### config.mk
export PLATFORM = sky130hd
export DESIGN_NAME = uart_aes_host_link
export DESIGN_NICKNAME = d
export VERILOG_FILES = /design/src/rtl/uart_aes_pkg.sv /design/src/rtl/link_timeout_timer.sv /design/src/rtl/uart_aes_host_link.sv
export SDC_FILE = /design/constraint.sdc
export NUM_CORES = 1
export LEC_CHECK = 0
export CORE_ASPECT_RATIO = 1.75
export CORE_MARGIN = 4
export CORE_UTILIZATION = 45
export DETAILED_ROUTE_END_ITERATION = 12
export GPL_ROUTABILITY_DRIVEN = 0
export GPL_TIMING_DRIVEN = 0
export PLACE_DENSITY = 0.82
export SLEW_MARGIN = 20
export SYNTH_ARGS = -nofsm -noshare
export SYNTH_HDL_FRONTEND = slang
export SYNTH_SLANG_ARGS = --single-unit
### constraint.sdc
create_clock -name clk -period 24.4 [get_ports clk]
set_clock_uncertainty 0.2 [all_clocks]
set_input_delay 2.44 -clock clk [delete_from_list [all_inputs] [get_ports clk]]
set_output_delay 2.44 -clock clk [all_outputs]
set_load 0.02 [all_outputs]
### src/rtl/uart_aes_pkg.sv
// Shared constants and FSM state type for the UART AES-CTR host link.
package uart_aes_pkg;

  localparam int BLOCK_BYTES     = 16;
  localparam int BYTE_W          = 8;
  localparam int BLOCK_W         = 128;
  localparam int TX_GUARD_CYCLES = 2;

  typedef enum logic [2:0] {
    IDLE,
    TX_BYTE,
    TX_WAIT,
    RX_COLLECT,
    DONE
  } link_state_t;

endpackage

### src/rtl/link_timeout_timer.sv
// Saturating idle-cycle counter; flags expiry once TIMEOUT_CYCLES idle cycles have elapsed.
module link_timeout_timer #(
  parameter int TIMEOUT_CYCLES = 2_000_000
) (
  input  logic clk,
  input  logic reset,
  input  logic clear,
  input  logic run,
  output logic expired
);

  localparam int CNT_W = $clog2(TIMEOUT_CYCLES + 1);
  localparam logic [CNT_W-1:0] LIMIT = CNT_W'(TIMEOUT_CYCLES);

  logic [CNT_W-1:0] count_q;

  // Count run cycles since the last clear, holding at the limit.
  always_ff @(posedge clk or posedge reset) begin
    if (reset) begin
      count_q <= '0;
    end else if (clear) begin
      count_q <= '0;
    end else if (run && (count_q != LIMIT)) begin
      count_q <= count_q + CNT_W'(1);
    end
  end

  assign expired = (count_q == LIMIT);

endmodule

### src/rtl/uart_aes_host_link.sv
// Host-side initiator: serialises a 128-bit plaintext block MSB byte first into
// uart_tx, then gathers the 16 returned ciphertext bytes from uart_rx into one
// response, or reports a timeout if the far end goes quiet.
module uart_aes_host_link #(
  parameter int TIMEOUT_CYCLES = 2_000_000,
  parameter int BLOCK_BYTES    = 16
) (
  input  logic                               clk,
  input  logic                               reset,
  input  logic                               req_valid,
  output logic                               req_ready,
  input  logic [uart_aes_pkg::BLOCK_W-1:0]   req_block,
  output logic                               rsp_valid,
  input  logic                               rsp_ready,
  output logic [uart_aes_pkg::BLOCK_W-1:0]   rsp_block,
  output logic                               rsp_timeout,
  output logic                               tx_trigger,
  output logic [uart_aes_pkg::BYTE_W-1:0]    tx_data,
  input  logic                               tx_busy,
  input  logic [uart_aes_pkg::BYTE_W-1:0]    rx_data,
  input  logic                               rx_valid,
  output logic                               stray_byte
);

  import uart_aes_pkg::*;

  localparam int IDX_W = $clog2(BLOCK_BYTES);
  localparam logic [IDX_W-1:0] LAST_IDX = IDX_W'(BLOCK_BYTES - 1);
  localparam int GUARD_W = $clog2(TX_GUARD_CYCLES + 1);
  localparam logic [GUARD_W-1:0] GUARD_DONE = GUARD_W'(TX_GUARD_CYCLES);

  link_state_t          state_q;
  logic [BLOCK_W-1:0]   shift_q;
  logic [IDX_W-1:0]     idx_q;
  logic [GUARD_W-1:0]   guard_q;
  logic                 rsp_valid_q;
  logic                 rsp_timeout_q;
  logic [BLOCK_W-1:0]   rsp_block_q;
  logic                 tx_trigger_q;
  logic [BYTE_W-1:0]    tx_data_q;
  logic                 stray_q;

  logic [BLOCK_W-1:0]   rx_shift_d;
  logic [BLOCK_W-1:0]   tx_shift_d;
  logic                 tmo_run;
  logic                 tmo_clear;
  logic                 tmo_expired;

  // Received bytes enter at the bottom so the first byte ends up in [127:120];
  // transmitted bytes leave from the top.
  assign rx_shift_d = {shift_q[BLOCK_W-BYTE_W-1:0], rx_data};
  assign tx_shift_d = {shift_q[BLOCK_W-BYTE_W-1:0], {BYTE_W{1'b0}}};

  // The idle timer only runs while collecting; any received byte restarts it,
  // which also makes a byte win over an expiry in the same cycle.
  assign tmo_run   = (state_q == RX_COLLECT);
  assign tmo_clear = !tmo_run || rx_valid;

  link_timeout_timer #(
    .TIMEOUT_CYCLES(TIMEOUT_CYCLES)
  ) u_timer (
    .clk     (clk),
    .reset   (reset),
    .clear   (tmo_clear),
    .run     (tmo_run),
    .expired (tmo_expired)
  );

  // Link FSM: request intake, byte serialisation, response collection and hand-off.
  always_ff @(posedge clk or posedge reset) begin
    if (reset) begin
      state_q       <= IDLE;
      shift_q       <= '0;
      idx_q         <= '0;
      guard_q       <= '0;
      rsp_valid_q   <= 1'b0;
      rsp_timeout_q <= 1'b0;
      rsp_block_q   <= '0;
      tx_trigger_q  <= 1'b0;
      tx_data_q     <= '0;
      stray_q       <= 1'b0;
    end else begin
      tx_trigger_q <= 1'b0;
      stray_q      <= rx_valid && (state_q != RX_COLLECT);
      unique case (state_q)
        IDLE: begin
          if (req_valid) begin
            shift_q <= req_block;
            idx_q   <= '0;
            state_q <= TX_BYTE;
          end
        end
        TX_BYTE: begin
          if (!tx_busy) begin
            tx_trigger_q <= 1'b1;
            tx_data_q    <= shift_q[BLOCK_W-1 -: BYTE_W];
            shift_q      <= tx_shift_d;
            guard_q      <= '0;
            state_q      <= TX_WAIT;
          end
        end
        TX_WAIT: begin
          // Guard cycles give uart_tx time to raise busy before it is trusted.
          if (guard_q != GUARD_DONE) begin
            guard_q <= guard_q + GUARD_W'(1);
          end else if (!tx_busy) begin
            if (idx_q == LAST_IDX) begin
              idx_q   <= '0;
              shift_q <= '0;
              state_q <= RX_COLLECT;
            end else begin
              idx_q   <= idx_q + IDX_W'(1);
              state_q <= TX_BYTE;
            end
          end
        end
        RX_COLLECT: begin
          if (rx_valid) begin
            shift_q <= rx_shift_d;
            idx_q   <= idx_q + IDX_W'(1);
            if (idx_q == LAST_IDX) begin
              rsp_block_q   <= rx_shift_d;
              rsp_timeout_q <= 1'b0;
              rsp_valid_q   <= 1'b1;
              idx_q         <= '0;
              state_q       <= DONE;
            end
          end else if (tmo_expired) begin
            rsp_block_q   <= '0;
            rsp_timeout_q <= 1'b1;
            rsp_valid_q   <= 1'b1;
            idx_q         <= '0;
            state_q       <= DONE;
          end
        end
        DONE: begin
          if (rsp_ready) begin
            rsp_valid_q   <= 1'b0;
            rsp_timeout_q <= 1'b0;
            state_q       <= IDLE;
          end
        end
        default: state_q <= IDLE;
      endcase
    end
  end

  assign req_ready   = (state_q == IDLE);
  assign rsp_valid   = rsp_valid_q;
  assign rsp_timeout = rsp_timeout_q;
  assign rsp_block   = rsp_block_q;
  assign tx_trigger  = tx_trigger_q;
  assign tx_data     = tx_data_q;
  assign stray_byte  = stray_q;

endmodule

==> results.txt, run 1 <==
----------------------------------------------------
[Cells and area]
  Storage element area ... 7460 um2
  Fill cells ... between 2000 and 2500
  Area of the multi-input gates ... about 5400 um2
  Number of cells in the finished layout apart from fillers ... 1940
  Fraction of final layout cells with drive strength greater than 1 ... ~15%
  Synth-to-Final Area Change ... 30.9%
  Final Util ... between 50% and 60%
  NumNets Final ... roughly 1700

[Drt]
  Number of vias after detailed routing ... roughly 11000
  Post-DRT Antenna Nets ... 0
  Via density per instance ... roughly 5.6
  1st-iter DRT viols ... about 800
  Detailed Routing Iterations Pass 1 ... 5
  DRC violation count after routing ... 0
  Mean routed wirelength per cell ... around 21 um
  Routed Wire Length ... 41.6 mm

[Synth]
  Top cells by area, synth ... sky130_fd_sc_hd__dfrtp_1 (54%), sky130_fd_sc_hd__mux2_4 (13%), sky130_fd_sc_hd__a22o_1 (8.0%)
  Leading register cell type out of synthesis ... sky130_fd_sc_hd__dfrtp_1
  Fraction of post-synthesis cell area in the top cell type by area ... approximately 54%
  Post-Syn Instances ... about 1200
  Syn. warnings ... 0
  Fraction of the mapped netlist area in simple logic gates ... 8.51%
  Synthesized area per cell ... about 11 um2
  Number of synthesized register bits ... about 300
  Adder-cell area share of the yosys netlist ... less than 1%
  Netlist cell types ... 54
  Cell Area, Synth ... around 14000 um2
  Top cell type by total area after synthesis ... sky130_fd_sc_hd__dfrtp_1
  Portion of netlist area occupied by mux cells ... between 10 and 15%
  Async set-reset flop share out of synthesis ... 100%
  Most frequent cell after synthesis ... sky130_fd_sc_hd__dfrtp_1
  Number of synthesized flops with an enable pin ... 0
  Most used standard cells in the synthesized netlist ... sky130_fd_sc_hd__dfrtp_1 (298), sky130_fd_sc_hd__inv_1 (141), sky130_fd_sc_hd__nand3_1 (137), sky130_fd_sc_hd__a22o_1 (128), sky130_fd_sc_hd__o21ai_1 (122)
  Post-Syn Nets ... 1360
  Main combinational cell family by area after synthesis ... compound AO/OA/AOI/OAI gates
  Fraction of synthesized cell area in xor and xnor cells ... less than 1%
  Post-synthesis compound-gate area fraction ... roughly 15%
  Share of the yosys chip area belonging to registers ... 53.5%

[Power]
  Overall power of the completed layout ... 2010 uW
  Worst vdd ir ... 0.0000622 V
  Pwr/cell area ... 110 nW/um2
  Standby leakage power ... 0.00849 uW

[Critical path]
  Capturing element type of the critical path ... output pin
  Worst path buffer plus inverter count ... 2
  Type of origin of the critical path ... flop
  Reg-to-reg setup timing slack ... roughly 22 ns
  Worst setup path class ... reg -> out
  Crit-path cells ... buf_2, nor3_1, clkdlybuf4s50_1
  Critical Path Max Stage Delay ... approximately 0.70 ns
  Crit Path Max Fanout ... 10
  Data arrival time at the worst-slack endpoint ... approximately 2.1 ns
  Worst-path cell with the longest stage delay ... sky130_fd_sc_hd__clkdlybuf4s50_1
  Gate family responsible for the most delay along the worst path ... buffers and inverters
  Required arrival time at the worst endpoint ... roughly 22 ns

[Placed design]
  Number of buffers added on ports ... between 200 and 300
  HPWL Detailed ... just over 30 mm
  Number of cells in the design after placement ... between 1500 and 2000

[Floorplanning]
  I/O pin cnt ... 283
  Die area ... around 34000 um2
  Height of the die ... ~240 um
  Area of the placeable core ... 30600 um2
  Die span in x ... ~140 um
  Initial cell density of the core ... between 40% and 50%
  Standard-cell row count ... 85

[Timing]
  Setup repair after global routing missed its margin ... false
  Least-Margin Pin Slew ... 0.988 ns
  Final-report hold violation count ... 0
  Final number of setup-violating endpoints ... 0
  Setup TNS ... 0 ns
  Period utilisation layout ... around a fifth
  Slew Viols, Final ... 0
  Tmin final ... around 4.7 ns
  Max-slew headroom at the worst pin ... approximately a third
  Timing-limited maximum frequency ... ~210 MHz

[Clocking]
  Clock latency of the later-clocked register in the worst-skew pair ... ~0.54 ns
  Number of post-CTS setup repair buffers ... 0
  Depth of the CTS H-tree ... 1
  TritonCTS Buffers ... 27
  Clock root buffer master ... sky130_fd_sc_hd__clkbuf_16
  Clock edge transition at the registers on the reported setup and hold paths ... 0.07 ns
  Hold-fix buffers at CTS ... 0
  Max Buffers Root-to-Sink ... 3
  # resized after CTS ... 0
  CTS tree ... yes
  Clock Sink Count ... 298

[Global route]
  First-pass GRT wire length ... 64.3 mm
  Pin count of the biggest net entering global routing ... 110
  All-Layer GR Usage ... between 20% and 30%
  Remaining global-route overflow ... 0
  Via count of the first global-routing pass ... 11700
  Initial antenna violation count ... 6

[Outcome]
  Result of the run ... completed

[Min path]
  Path class of the lowest-slack min-delay path ... reg -> reg

[Flow run]
  Number of maximum-capacitance constraint violations ... 0

----------------------------------------------------
metal layers:
| layer | part of all wire, % | vias up | wire [um] | global-route usage (%) |
|---|---|---|---|---|
| li1 | - | 4913 | - | - |
| met1 | 36 | 5399 | 14800 | 26.7 |
| met2 | 52 | 446 | 21700 | 42.9 |
| met3 | 5.2 | 152 | 2150 | 3.23 |
| met4 | 7.0 | 0 | 2890 | 15.3 |
| met5 | 0 | - | 0 | 0 |
path summary, 6_finish.rpt:
| kind | startpoint | to | depth (start not counted) |
|---|---|---|---|
| min in group asynchronous | reset | rsp_block[62] | 2 |
| worst min register to register | rsp_valid | rsp_valid | 1 |
| max in group asynchronous | reset | rsp_block[120] | 3 |
| worst max-delay path | state_q[1] | req_ready | 3 |
| worst max register to register | state_q[2] | shift_q[125] | 6 |
| worst min-delay path | rsp_valid | rsp_valid | 1 |
cells in the final DEF (no fill, tap or decap), types with 24 or more instances in the layout:
cell type                           n
sky130_fd_sc_hd__mux2_4           120
sky130_fd_sc_hd__buf_2             24
sky130_fd_sc_hd__clkdlybuf4s50_1  281
sky130_fd_sc_hd__dfrtp_1          298
sky130_fd_sc_hd__inv_1            140
sky130_fd_sc_hd__clkbuf_1          57
sky130_fd_sc_hd__nand3_1          137
sky130_fd_sc_hd__clkbuf_16         27
sky130_fd_sc_hd__o21ai_1          122
sky130_fd_sc_hd__a22o_1           128
cell families after synthesis:
logic type	Yosys count
adder cells (fa/ha/maj)	4
buffers and inverters	235
XOR/XNOR	12
flip-flops	298
multiplexers	136
AND/OR/NAND/NOR	222
AO/OA/AOI/OAI	307
stage by stage:
| step | hold slack [ns] | cell area (um2) | setup slack [ns] |
|---|---|---|---|
| final | 0.299 | 18200 | 19.69 |
| after global routing | 0.322 | 18200 | 19.62 |
| after CTS | 0.296 | 18200 | 19.66 |
| after detailed placement | 0.279 | 17300 | 19.68 |
| after global placement | 0.270 | 17200 | 10.27 |
| after floorplan | 0.258 | 13900 | 13.53 |
power by group:
part	internal, uW	switching, uW	total, uW
clock	266	186	452
combinational	488	363	850
sequential	606	104	710
total	1360	653	2010
layout make-up:
| type | count | area share [%] |
|---|---|---|
| Timing Repair Buffer | 283 | 15.7 |
| Tap cell | 391 | 2.68 |
| Buffer | 94 | 2.78 |
| Sequential cell | 298 | 40.9 |
| Multi-Input combinational cell | 681 | 29.8 |
| Antenna cell | 6 | 0.0823 |
| Clock buffer | 38 | 4.31 |
| Clock inverter | 8 | 0.789 |
| Inverter | 141 | 2.94 |
sequential cells by signal (all words and copies together), names as in the netlist, 2 cells and up:
| register | cells |
|---|---|
| tx_data | 8 |
| idx_q | 4 |
| shift_q | 128 |
| guard_q | 2 |
| state_q | 3 |
| u_timer.count_q | 21 |
| rsp_block | 128 |
No activity file was read; power rests on OpenSTA's default activity.
==> run 2: changes to the inputs <==
Settings changed: PLACE_DENSITY 0.82 to 0.85.
Clock period 24.4 ns to 4.3 ns, I/O delays scaled along.
==> run 2 against run 1 <==
Routed wire length grew 1.4%. Count of clock-buffer cells in the layout shrank 7. Critical path depth grew 3. Total power grew to 5.7 times the previous value. Utilization grew 0.55 points. Global-route usage grew 0.39 points. Sequential share of layout area shrank 0.38 points. Design area grew 0.93%. Via count grew 1.1%. Setup slack lost 18 ns.
==> results.txt, run 2 (same netlist as run 1, synthesis figures left out) <==
----------------------------------------------------
[Global route]
  All-Layer GR Usage ... 24.4% (was 24.0%)
  Initial antenna violation count ... 5 (was 6)
  Remaining global-route overflow ... 0 (unchanged)
  Via count of the first global-routing pass ... 11700 (about the same)
  Pin count of the biggest net entering global routing ... 37 (was 110)
  First-pass GRT wire length ... 65.6 mm (was 64.3 mm)

[Cells and area]
  Fill cells ... 2417 (was 2429)
  Final Util ... 60.1% (was 59.6%)
  NumNets Final ... 1678 (was 1672)
  Highest-count cells in the layout ignoring fill and taps ... sky130_fd_sc_hd__dfrtp_1 (298), sky130_fd_sc_hd__clkdlybuf4s50_1 (281), sky130_fd_sc_hd__inv_1 (140) (unchanged)
  Fraction of final layout cells with drive strength greater than 1 ... 15.8% (was 15.1%)
  Most common library cell in the layout ignoring fill and taps ... sky130_fd_sc_hd__dfrtp_1 (unchanged)
  Storage element area ... 7460 um2 (unchanged)
  Number of cells in the finished layout apart from fillers ... 1950 (was 1940)
  Synth-to-Final Area Change ... 32.2% (was 30.9%)
  Area of the multi-input gates ... 5440 um2 (unchanged)
  Post-layout instance area ... 18400 um2 (was 18200 um2)

[Clocking]
  CTS tree ... yes (unchanged)
  Clock edge transition at the registers on the reported setup and hold paths ... 0.08 ns (was 0.07 ns)
  Depth of the CTS H-tree ... 1 (unchanged)
  Hold-fix buffers at CTS ... 0 (unchanged)
  Max Buffers Root-to-Sink ... 3 (unchanged)
  Number of post-CTS setup repair buffers ... 0 (unchanged)
  Clock Sink Count ... 298 (unchanged)
  # resized after CTS ... 0 (unchanged)
  Clock latency of the later-clocked register in the worst-skew pair ... 0.55 ns (was 0.54 ns)
  Clock root buffer master ... sky130_fd_sc_hd__clkbuf_16 (unchanged)
  TritonCTS Buffers ... 26 (was 27)

[Min path]
  Path class of the lowest-slack min-delay path ... in -> async (was reg -> reg)

[Power]
  Standby leakage power ... 0.00855 uW (was 0.00849 uW)
  Pwr/cell area ... 628 nW/um2 (was 110 nW/um2)
  Worst vdd ir ... 0.000360 V (was 0.0000622 V)

[Floorplanning]
  Initial cell density of the core ... 45.5% (unchanged)
  Height of the die ... 241 um (unchanged)
  Standard-cell row count ... 85 (unchanged)
  Area of the placeable core ... 30600 um2 (unchanged)
  I/O pin cnt ... 283 (unchanged)
  Die span in x ... 141 um (unchanged)
  Die area ... 33900 um2 (unchanged)

[Flow run]
  Number of maximum-capacitance constraint violations ... 0 (unchanged)

[Critical path]
  Data arrival time at the worst-slack endpoint ... 3.07 ns (was 2.07 ns)
  End of the worst register-to-register path ... shift_q[10] (was shift_q[125])
  Crit Path Max Fanout ... 10 (unchanged)
  Required arrival time at the worst endpoint ... 4.58 ns (was 21.76 ns)
  Reg-to-reg setup timing slack ... 1.51 ns (was 21.71 ns)
  Type of origin of the critical path ... flop (unchanged)
  Worst setup path class ... reg -> reg (was reg -> out)
  Worst setup path start ... state_q[2] (was state_q[1])
  Worst R2R Path Depth ... 6 (unchanged)
  Reg2Reg Launch Point ... state_q[2] (unchanged)
  Capturing element type of the critical path ... flop (was output pin)

[Drt]
  Post-DRT Antenna Nets ... 0 (unchanged)
  DRC violation count after routing ... 0 (unchanged)
  Number of vias after detailed routing ... 11000 (was 10900)
  Routed Wire Length ... 42.2 mm (was 41.6 mm)
  Detailed Routing Iterations Pass 1 ... 5 (unchanged)
  1st-iter DRT viols ... 803 (was 797)
  Mean routed wirelength per cell ... 21.6 um (was 21.4 um)
  Via density per instance ... 5.66 (was 5.62)

[Placed design]
  HPWL Detailed ... 31.1 mm (was 30.8 mm)
  Number of buffers added on ports ... 281 (unchanged)
  Number of cells in the design after placement ... 1895 (was 1888)
  Placed instance area ... 17400 um2 (was 17300 um2)

[Timing]
  Max-slew headroom at the worst pin ... 37.3% (was 34.2%)
  Final-report hold violation count ... 0 (unchanged)
  Timing-limited maximum frequency ... between 300 and 400 MHz
  Period utilisation layout ... 64.9%
  Tmin final ... 2.79 ns
  Fin Hold WS ... 0.164 ns (was 0.299 ns)
  Final number of setup-violating endpoints ... 0 (unchanged)
  Slew Viols, Final ... 0 (unchanged)
  Setup repair after global routing missed its margin ... false (unchanged)
  Least-Margin Pin Slew ... 0.941 ns (was 0.988 ns)

[Outcome]
  Result of the run ... completed (unchanged)

----------------------------------------------------
run 2: area by class of cell:
cell class,instances,share of cell area [%]
antenna,7,0.0951
timing repair buffer,290,16.3
multi-input combinational,681,29.5
buffer,94,2.75
inverter,141,2.90
clock buffer,31,3.91
sequential,298,40.5
clock inverter,17,1.39
tap,391,2.66
run 2: worst max-delay path, cell delays in order, from the launching register on:
cell and delay [ns]:
sky130_fd_sc_hd__dfrtp_1 0.44, sky130_fd_sc_hd__buf_2 0.21, sky130_fd_sc_hd__nor2_1 0.24, sky130_fd_sc_hd__clkbuf_1 0.68, sky130_fd_sc_hd__clkbuf_1 0.56, sky130_fd_sc_hd__a22o_1 0.24, sky130_fd_sc_hd__mux2_4 0.14
run 2: routing by layer:
metal  vias to the layer above  track usage (%)  share of wire [%]
met5                         -                0                  0
met4                         0             13.9                6.1
met3                       126             3.19                5.5
met2                       495             42.4                 52
met1                      5485             28.9                 37
li1                       4928                -                  -
run 2: how the worst max path moves through the flow:
stage                                to  depth (start not counted)
after floorplan              guard_q[0]                          1
after global placement    rsp_block[30]                          2
after detailed placement    shift_q[10]                          6
after CTS                   shift_q[10]                          6
after global routing       shift_q[125]                          6
final                       shift_q[10]                          6
run 2: per-stage QoR:
step	setup TNS, ns	setup slack, ns	power, uW
after detailed placement	0	1.50	8870
after CTS	0	1.49	11600
after global routing	0	1.35	12100
final	0	1.51	11600
after global placement	-634.28	-2.15	8680
after floorplan	-86.15	-0.289	7680
run 2: power breakdown:
group,leakage [uW],switching (uW),internal [uW],total [uW]
sequential,0.00331,595,3440,4030
combinational,0.00477,2080,2780,4860
clock,0.000471,1100,1570,2670
total,0.00855,3780,7790,11600
==> run 3: changes to the inputs <==
Settings changed: PLACE_DENSITY 0.85 to 0.82.
Clock period 4.3 ns to 2.86 ns, I/O delays scaled along.
==> run 3 against run 2 <==
Die area unchanged. Non-clock buffer count increased by 2. Via count is 0.38% lower. Combinational power up 50%. Utilization is 0.094 points lower. Worst hold slack got worse by 0.12 ns. Sequential cell count unchanged. Sequential power increased by 51%. First-iteration DRC count down 9.7%. Critical path type unchanged.
==> results.txt, run 3 (same netlist as run 1, synthesis figures left out) <==
----------------------------------------------------
[Outcome]
  Result of the run ... completed (unchanged)

[Global route]
  First-pass GRT wire length ... 65.5 mm (was 65.6 mm)
  Pin count of the biggest net entering global routing ... 37 (unchanged)
  Initial antenna violation count ... 5 (unchanged)
  Via count of the first global-routing pass ... 11900 (was 11700)
  Remaining global-route overflow ... 0 (unchanged)
  All-Layer GR Usage ... 24.5% (was 24.4%)

[Critical path]
  Crit Path Max Fanout ... 10 (unchanged)
  Worst-path cell with the longest stage delay ... sky130_fd_sc_hd__nor4b_1 (was sky130_fd_sc_hd__clkbuf_1)
  Crit-path cells ... nor4b_1, and4_1, a31o_1, buf_2, buf_2, o21ai_1 (was buf_2, nor2_1, clkbuf_1, clkbuf_1, a22o_1, mux2_4)
  Type of origin of the critical path ... flop (unchanged)
  Data arrival time at the worst-slack endpoint ... 2.98 ns (was 3.07 ns)
  Critical Path Max Stage Delay ... 0.53 ns (was 0.68 ns)
  Capturing element type of the critical path ... flop (unchanged)
  Worst setup path class ... reg -> reg (unchanged)
  Required arrival time at the worst endpoint ... 3.08 ns (was 4.58 ns)
  Dominant cell type by count on the critical path ... sky130_fd_sc_hd__buf_2 (was sky130_fd_sc_hd__clkbuf_1)

[Drt]
  Number of vias after detailed routing ... 11000 (about the same)
  Routed Wire Length ... 42.4 mm (was 42.2 mm)
  Via density per instance ... 5.63 (was 5.66)
  Mean routed wirelength per cell ... 21.7 um (was 21.6 um)
  Post-DRT Antenna Nets ... 0 (unchanged)
  1st-iter DRT viols ... 725 (was 803)
  DRC violation count after routing ... 0 (unchanged)
  Detailed Routing Iterations Pass 1 ... 5 (unchanged)

[Timing]
  Tmin final ... 2.76 ns (was 2.79 ns)
  Period utilisation layout ... 96.5% (was 64.9%)
  Final-report hold violation count ... 0 (unchanged)
  Max-slew headroom at the worst pin ... 31.9% (was 37.3%)
  Timing-limited maximum frequency ... 362 MHz (was 359 MHz)
  Fin Hold WS ... 0.0465 ns (was 0.164 ns)
  Slew Viols, Final ... 0 (unchanged)
  Setup TNS ... 0 ns (unchanged)
  Least-Margin Pin Slew ... 1.02 ns (was 0.941 ns)
  Setup repair after global routing missed its margin ... false (unchanged)
  Final number of setup-violating endpoints ... 0 (unchanged)

[Power]
  Pint ... 11500 uW (was 7790 uW)
  Switching share of power ... 33.2% (was 32.7%)
  Worst vdd ir ... 0.000555 V (was 0.000360 V)
  Clock Power Share ... 21.9% (was 23.1%)
  Standby leakage power ... 0.00854 uW (was 0.00855 uW)
  Pwr/cell area ... 932 nW/um2 (was 628 nW/um2)
  Power share of the sequential group ... 35.5% (was 34.9%)
  Psw ... 5680 uW (was 3780 uW)
  Combinational Power Share ... 42.6% (was 42.0%)

[Floorplanning]
  I/O pin cnt ... 283 (unchanged)
  Die span in x ... 141 um (unchanged)
  Initial cell density of the core ... 45.5% (unchanged)
  Area of the placeable core ... 30600 um2 (unchanged)
  Die area ... 33900 um2 (unchanged)
  Standard-cell row count ... 85 (unchanged)
  Height of the die ... 241 um (unchanged)

[Clocking]
  TritonCTS Buffers ... 27 (was 26)
  Clock root buffer master ... sky130_fd_sc_hd__clkbuf_16 (unchanged)
  Max Buffers Root-to-Sink ... 3 (unchanged)
  Clock latency of the later-clocked register in the worst-skew pair ... 0.54 ns (was 0.55 ns)
  Clock Sink Count ... 298 (unchanged)
  Clock edge transition at the registers on the reported setup and hold paths ... 0.07 ns (was 0.08 ns)
  CTS tree ... yes (unchanged)
  Number of post-CTS setup repair buffers ... 0 (unchanged)
  Depth of the CTS H-tree ... 1 (unchanged)

[Cells and area]
  Most common library cell in the layout ignoring fill and taps ... sky130_fd_sc_hd__dfrtp_1 (unchanged)
  NumNets Final ... 1681 (was 1678)
  Final Util ... 60.0% (was 60.1%)
  Post-layout instance area ... 18400 um2 (about the same)
  Fraction of final layout cells with drive strength greater than 1 ... 15.9% (was 15.8%)
  Highest-count cells in the layout ignoring fill and taps ... sky130_fd_sc_hd__dfrtp_1 (298), sky130_fd_sc_hd__clkdlybuf4s50_1 (281), sky130_fd_sc_hd__inv_1 (140) (unchanged)
  Fill cells ... 2410 (was 2417)
  Synth-to-Final Area Change ... 31.9% (was 32.2%)

[Placed design]
  HPWL Detailed ... 31.5 mm (was 31.1 mm)
  Placed instance area ... 17400 um2 (about the same)
  Number of buffers added on ports ... 281 (unchanged)

[Min path]
  Path class of the lowest-slack min-delay path ... in -> reg (was in -> async)

[Flow run]
  Number of maximum-capacitance constraint violations ... 0 (unchanged)

----------------------------------------------------
run 3: critical path: cells and delay by family, from the launching register on:
| kind | cells | cell delay (ns) |
|---|---|---|
| DFF | 1 | 0.45 |
| buffers and inverters | 2 | 0.75 |
| AOI/OAI and AO/OA | 2 | 0.35 |
| and+or+nand+nor | 2 | 0.89 |
run 3: final cells by class:
type	instances	area [um2]	area share, %
Multi-Input combinational cell	681	5440	29.6
Tap cell	391	489	2.66
Buffer	94	508	2.76
Sequential cell	298	7460	40.6
Antenna cell	6	15.0	0.0817
Clock buffer	32	724	3.94
Inverter	141	533	2.90
Clock inverter	17	186	1.01
Timing Repair Buffer	292	3030	16.5
run 3: metrics by stage:
stage	worst slack [ns]	total power, uW	std cells
final	0.0995	17100	1952
after global routing	0.0238	17900	1951
after detailed placement	0.0867	13300	1896
after floorplan	-1.59	11500	1214
after global placement	-3.49	13100	1886
after CTS	0.0608	17200	1946
run 3: per-layer routing:
layer,part of all wire [%],track usage [%],vias up
met2,51,43.4,445
met4,7.5,16.0,0
met3,5.0,3.81,160
met5,0,0,-
li1,-,-,4935
met1,36,27.1,5452
run 3: worst paths after layout:
kind                                      from             end  slack [ns]  depth (start not counted)
setup / recovery           u_timer.count_q[13]    rsp_block[5]         0.1                          6
hold / removal                        rx_valid        idx_q[3]        0.05                          4
setup reg to reg           u_timer.count_q[13]    rsp_block[5]         0.1                          6
hold reg to reg                     guard_q[0]      guard_q[0]        0.30                          1
max in group asynchronous                reset   rsp_block[52]        0.45                          9
min in group asynchronous                reset  rsp_block[112]        0.44                          3
run 3: timing repair:
item,in CTS,in global routing
hold buffers,1,0
endpoints found under the hold margin,15,0
endpoints found under the setup margin,0,10
resized for setup,0,2
run 3: power groups by stage:
stage	combinational [uW]	sequential (uW)	clock (uW)
global route	7750	6160	3970
finish	7300	6080	3760
detailed placement	7260	6090	0
global placement	7010	6060	0
floorplan	5730	5810	0
CTS	7320	6040	3820
